==> config.mk <==
export PLATFORM = sky130hd
export DESIGN_NAME = ram_arbiter
export DESIGN_NICKNAME = d
export VERILOG_FILES = /design/src/rtl/ram_arbiter.sv
export SDC_FILE = /design/constraint.sdc
export NUM_CORES = 1
export LEC_CHECK = 0
export BUFFER_PORTS_ARGS = -buffer_cell sky130_fd_sc_hd__buf_2
export CAP_MARGIN = 20
export CORE_ASPECT_RATIO = 0.5
export CORE_MARGIN = 5
export CORE_UTILIZATION = 29
export CTS_CLUSTER_DIAMETER = 40
export DETAILED_ROUTE_END_ITERATION = 10
export SYNTH_ARGS = -nofsm -noshare
export SYNTH_HDL_FRONTEND = slang
export SYNTH_SLANG_ARGS = --single-unit
==> constraint.sdc <==
create_clock -name clk -period 2.3 [get_ports clk]
set_clock_uncertainty 0.15 [all_clocks]
set_input_delay 0.115 -clock clk [delete_from_list [all_inputs] [get_ports clk]]
set_output_delay 0.115 -clock clk [all_outputs]
set_load 0.05 [all_outputs]
==> src/rtl/ram_arbiter.sv <==
// Two-requester (IF / DM) arbiter and access sequencer for a single-port data RAM.
// Optional `RAM_ARB_RR_EN selects round-robin arbitration; default is fixed DM-over-IF priority.
module ram_arbiter #(
    parameter int ADDR_W      = 32,
    parameter int DATA_W      = 32,
    parameter int DEPTH       = 16,
    parameter int WAIT_CYCLES = 1
) (
    input  logic              clk,
    input  logic              rst_n,
    input  logic              if_req,
    input  logic [ADDR_W-1:0] if_addr,
    output logic              if_gnt,
    output logic              if_rvalid,
    output logic [DATA_W-1:0] if_rdata,
    output logic              if_err,
    input  logic              dm_req,
    input  logic              dm_we,
    input  logic [ADDR_W-1:0] dm_addr,
    input  logic [DATA_W-1:0] dm_wdata,
    output logic              dm_gnt,
    output logic              dm_rvalid,
    output logic [DATA_W-1:0] dm_rdata,
    output logic              dm_err,
    output logic              read_ram,
    output logic              write_ram,
    output logic [ADDR_W-1:0] ram_addr,
    output logic [DATA_W-1:0] ram_write_data,
    input  logic [DATA_W-1:0] ram_out,
    output logic              busy
);

    typedef enum logic [1:0] {IDLE, ACCESS, RESP} state_t;

    localparam int CNT_W = (WAIT_CYCLES > 1) ? $clog2(WAIT_CYCLES) : 1;

    state_t            state, state_nxt;
    logic [CNT_W-1:0]  cnt;
    logic              own_dm;
    logic              lat_we;
    logic [ADDR_W-1:0] lat_addr;
    logic [DATA_W-1:0] lat_wdata;
    logic [DATA_W-1:0] rdata_q;
    logic              in_range;
    logic              grant_dm;
    logic              take;

    assign in_range = (lat_addr < ADDR_W'(DEPTH));
    assign take     = (state == IDLE) && (if_req || dm_req);

`ifdef RAM_ARB_RR_EN
    logic prefer_dm;

    assign grant_dm = dm_req && (!if_req || prefer_dm);

    // Pointer favours whichever port was not granted last; DM wins the first tie.
    always_ff @(posedge clk or negedge rst_n) begin
        if (!rst_n)    prefer_dm <= 1'b1;
        else if (take) prefer_dm <= !grant_dm;
    end
`else
    assign grant_dm = dm_req;
`endif

    // NOTE: sequential state uses non-blocking assignments so every register samples pre-edge values.
    always_ff @(posedge clk or negedge rst_n) begin
        if (!rst_n) begin
            state     <= IDLE;
            cnt       <= '0;
            own_dm    <= 1'b0;
            lat_we    <= 1'b0;
            lat_addr  <= '0;
            lat_wdata <= '0;
            rdata_q   <= '0;
        end else begin
            state <= state_nxt;
            if (take) begin
                own_dm    <= grant_dm;
                lat_we    <= grant_dm && dm_we;
                lat_addr  <= grant_dm ? dm_addr : if_addr;
                lat_wdata <= grant_dm ? dm_wdata : '0;
                cnt       <= CNT_W'(WAIT_CYCLES - 1);
            end else if (state == ACCESS) begin
                if (cnt == '0) rdata_q <= (!lat_we && in_range) ? ram_out : '0;
                else           cnt     <= cnt - 1'b1;
            end
        end
    end

    // NOTE: every output gets a default first so no path through the case infers a latch.
    always_comb begin
        state_nxt      = state;
        if_gnt         = 1'b0;
        dm_gnt         = 1'b0;
        if_rvalid      = 1'b0;
        if_rdata       = '0;
        if_err         = 1'b0;
        dm_rvalid      = 1'b0;
        dm_rdata       = '0;
        dm_err         = 1'b0;
        read_ram       = 1'b0;
        write_ram      = 1'b0;
        ram_addr       = '0;
        ram_write_data = '0;
        case (state)
            IDLE: begin
                // Gated by rst_n so a request held through reset cannot pulse a grant.
                if (take && rst_n) begin
                    if_gnt    = !grant_dm;
                    dm_gnt    = grant_dm;
                    state_nxt = ACCESS;
                end
            end
            ACCESS: begin
                ram_addr       = lat_addr;
                ram_write_data = lat_wdata;
                read_ram       = !lat_we && in_range;
                write_ram      = lat_we && in_range;
                if (cnt == '0) state_nxt = RESP;
            end
            RESP: begin
                if (own_dm) begin
                    dm_rvalid = 1'b1;
                    dm_rdata  = rdata_q;
                    dm_err    = !in_range;
                end else begin
                    if_rvalid = 1'b1;
                    if_rdata  = rdata_q;
                    if_err    = !in_range;
                end
                state_nxt = IDLE;
            end
            default: state_nxt = IDLE;
        endcase
    end

    assign busy = (state != IDLE);

endmodule

# Word-level counts from Yosys, hierarchy flattened
# Index checks and enable logic that the tools add are counted.
[totals] latch_bits=0 output_inout_bits=137 n_memories=0 input_bits=133 ram_bits=0 ff_bits=101 mem_bits_ro=0 wordCells=58
[op_classes] div=0 n_shift=0 multipliers=0 reduce_logical=14 magnitude_cmp=1 n_addsub=1 n_mux=29 bitwise_logic=2 eq_ne=4
[op_table] operator="$mux 32" n=9
[op_table] operator="$lt 32x5->1 const B" n=1
[op_table] operator="$mux 1" n=17
[op_table] operator="$logic_and 1x1->1" n=5
[op_table] operator="$mux 2" n=2
[op_table] operator="$pmux 2 s2" n=1
[op_table] operator="$reduce_bool 2->1" n=2
[op_table] operator="$logic_not 1->1" n=3
[op_table] operator="$reduce_and 3->1" n=1
[op_table] operator="$eq 2x1->1 const B" n=1
[op_table] operator="$eq 2x2->1 const B" n=1
[op_table] operator="$logic_not 2->1" n=1
[op_table] operator="$ne 2x1->1 const B" n=1
[op_table] operator="$ne 2x2->1 const B" n=1
[op_table] operator="$not 1->1" n=2
[op_table] operator="$reduce_and 2->1" n=1
[op_table] operator="$logic_or 1x1->1" n=1
[op_table] operator="$sub 1x1->1 const B" n=1

# Depth between registers and ports, before layout
[depth] ltp_word=5 mapped_depth=6 mapped_depth_nobuf=4

# Least setup slack after synthesis
# Ideal clock, no wire load.
[synth_timing] path_kind="flip-flop to output port" from="register state[1]" to="output if_gnt" n_path_buf=2 path_stages_with_launch=6 required_ns=2.035 arrival_time_ns=2.099 setup_slack_ns=-0.064 cell_sequence="dfrtp_1 -> nor2_1 -> o21ai_1 -> buf_2 -> buf_2 -> nor3_1"
[synth_via] elab_chain_len=5
[synth_lines] item="start: declaration" line="37" rtl="state_t state, state_nxt;"
[synth_lines] item="start signal: assignment" line="76" rtl="state <= state_nxt;"
[synth_lines] item="$logic_not 2->1 (*)" line="49, 105"
[synth_lines] item="$logic_and 1x1->1" line="49" rtl="assign take = (state == IDLE) && (if_req || dm_req);"
[synth_lines] item="$logic_and 1x1->1" line="108" rtl="if (take && rst_n) begin"
[synth_lines] item="$mux 1" line="108"
[synth_lines] item="$mux 1 (*)" line="105" rtl="case (state)"
[synth_lines] item="end: declaration" line="13" rtl="output logic if_gnt,"
# Mark *: on every way between the ends. The rest lies on a longest branch, timed or not.

# Final worst setup path
[layout_timing] from="register lat_addr[27]" to="output read_ram"
[layout_via] elab_chain_len=3
[layout_lines] item="start: declaration" line="41" rtl="logic [ADDR_W-1:0] lat_addr;"
[layout_lines] item="start signal: assignment" line="80" rtl="lat_addr <= grant_dm ? dm_addr : if_addr;"
[layout_lines] item="$lt 32x5->1" line="48" rtl="assign in_range = (lat_addr < ADDR_W'(DEPTH));"
[layout_lines] item="$logic_and 1x1->1" line="117" rtl="read_ram = !lat_we && in_range;"
[layout_lines] item="$mux 1" line="105"
[layout_lines] item="end: declaration" line="25" rtl="output logic read_ram,"
# Every way passes these cells.

==> reports/results.txt <==
DRT Pass-1 Iters - 4
Starting Density - 29.8%
worst r2r src - lat_addr[27]$_DFFE_PN0P_
Synth cell types - 31
chip width - 205 um
largest net degree at the start of global routing - 71
Vias/cell - 4.70
status - finished clean
fraction of registers with async set/reset - 100%
dominant register cell in the synthesized netlist - dfrtp_1
Worst R2R End - rdata_q[15]$_DFFE_PN0P_
Min-Delay Startpoint - dm_addr[15]
max_cap viols - 0
Worst-Margin Slew - 0.950 ns
All-Layer GR Usage - 16.6%
Mapped Area - 0.00554 mm^2
Core Rows - 35
CTS Buf Count - 9
post-synthesis sequential area ratio - 45.2%
Reg area - 0.00250 mm^2
Worst R2R Path Depth - 4
CTS max path bufs - 2
Final min period - 2.24 ns
period utilization - 97.2%
synthesized net count - 630
Worst Path Max Fanout - 6
Setup CP Type - flip-flop to primary output
Die H - 108 um
flop2flop setup slack - 0.36 ns
# DRC - 0
Area growth syn-to-layout - 54.9%
TNS Setup - 0 ns
nets - 988
global-route wire length before repair - 29400 um
dpl hpwl - 13100 um
Yosys reg bits - 100
initial antenna violation count - 1
routability cong. - 0.751
DR iter-0 viols - 192
fillers - 1778
Congestion Overflow GR - 0
Yosys top cell by area - dfrtp_1
Max-slew headroom - 36.7%
RSZ-0062 raised after global routing - no
WHS Endpoint - lat_addr[15]$_DFFE_PN0P_
Clock transition at path regs - 0.07 ns
Crit path required time - 2.04 ns
commonest non-fill, non-tap cell in the layout - buf_2
commonest non-fill, non-tap cells in the layout - buf_2 (267), and2_1 (128), dlygate4sd3_1 (106)
multi-input logic area - 0.00285 mm^2
max frequency - 447 MHz
Post-synth EDFFs - 0
TritonCTS clock tree - yes
routed len/inst - 16.8 um
Max Slew Vio Count - 0
CP startpoint kind - flip-flop
num ports - 270
Synth Instances - 497
Final Hold Fails - 0
synth top area cells - dfrtp_1 (45%), and2_1 (14%), mux2_2 (12%)
power density over cell area - 616 mW/mm^2
static leakage - 4.21 nW
share of the synthesized area in the top cell type - 45.2%
Worst setup EP type - primary output
hold_ws - 0.00549 ns
input/output buffers - 269
core area - 0.0186 mm^2
Ys Warns - 0
root buffer cell - clkbuf_16
vias in the first global route - 5599
clock latency on the worst-skew pair - 0.34 ns
HP Class - input port to flip-flop
final setup fails - 0
Worst Hold Depth - 3
routed via count - 5266
CTS Sinks - 100
WP data arrival - 1.97 ns
Die ar. - 0.0221 mm^2
htree depth - 3
layout cells sized above 1 - 47.3%
Routed Wire Length - 18800 um
worst vdd ir - 0.359 mV
Syn Area/Cell - 11.2 um^2
post-route ant nets - 0
cell usage after synthesis (3+ instances only):
library cell,count
nand4b_1,32
nor4_2,5
a22o_1,33
o31ai_2,26
nand2_1,35
o31ai_1,6
buf_6,3
and2_1,128
buf_1,5
clkbuf_1,17
mux2_1,4
dfrtp_1,100
buf_2,22
mux2_2,60
final cells by class:
cell class,count,area share (%)
clock inverter,6,0.831
clock buffer,10,2.78
sequential,100,29.2
tap,259,3.78
antenna,1,0.0292
multi-input combinational,347,33.2
inverter,3,0.131
timing repair buffer,394,30.1
worst max-delay path, cell delays in order, from the launching register on:
cell and delay [ns]:
dfrtp_1 0.40, nor4_2 0.45, nand4_4 0.26, nor4_4 0.25, clkbuf_4 0.27
per-stage QoR:
step	power, mW	setup WS (ns)	instances	instance area [um^2]	util, %
floorplan	3.11	0.114	497	5560	-
global placement	3.55	0.348	997	7190	38.7
detailed placement	3.58	0.302	997	7190	38.7
CTS	5.35	0.0142	1119	8570	46.2
global route	5.57	0.0151	1120	8580	46.2
finish	5.29	0.0639	1120	8580	46.2
worst max-delay path by stage:
stage | from | cells after the start | end
floorplan | state[0]$_DFFE_PN0P_ | 3 | if_rdata[19]
CTS | lat_addr[27]$_DFFE_PN0P_ | 4 | read_ram
global placement | lat_addr[16]$_DFFE_PN0P_ | 4 | write_ram
global route | lat_addr[27]$_DFFE_PN0P_ | 4 | read_ram
detailed placement | lat_addr[16]$_DFFE_PN0P_ | 4 | read_ram
finish | lat_addr[27]$_DFFE_PN0P_ | 4 | read_ram
power breakdown:
part	switching [mW]	internal, mW
Clock	0.698	0.886
Sequential	0.189	1.99
Combinational	0.866	0.652
registers in the layout, indices dropped and copies added (netlist names):
name,flops
lat_addr,32
lat_wdata,32
rdata_q,32
state,2
lat_we,1
own_dm,1
per-layer routing:
layer | GRT usage (%) | share of wire [%] | vias up
met1 | 19.0 | 41 | 2662
met3 | 2.68 | 3.1 | 28
li1 | - | - | 2466
met4 | 4.97 | 2.0 | 0
met2 | 31.8 | 54 | 110
met5 | 0 | 0 | -
repair_timing:
| action | 4_1_cts | 5_1_grt |
|---|---|---|
| setup buffers | 0 | 0 |
| setup endpoints to repair | 4 | 2 |
| resized for setup | 2 | 2 |
| hold endpoints to repair | 119 | 0 |
| hold buffers | 106 | 0 |
logic make-up after synthesis:
family / share of synthesized area (%)
flops: 45.2
compound gates: 12.4
mux: 13.0
buf+inv: 4.29
simple gates: 25.2
No activity file was read; power rests on OpenSTA's default activity.
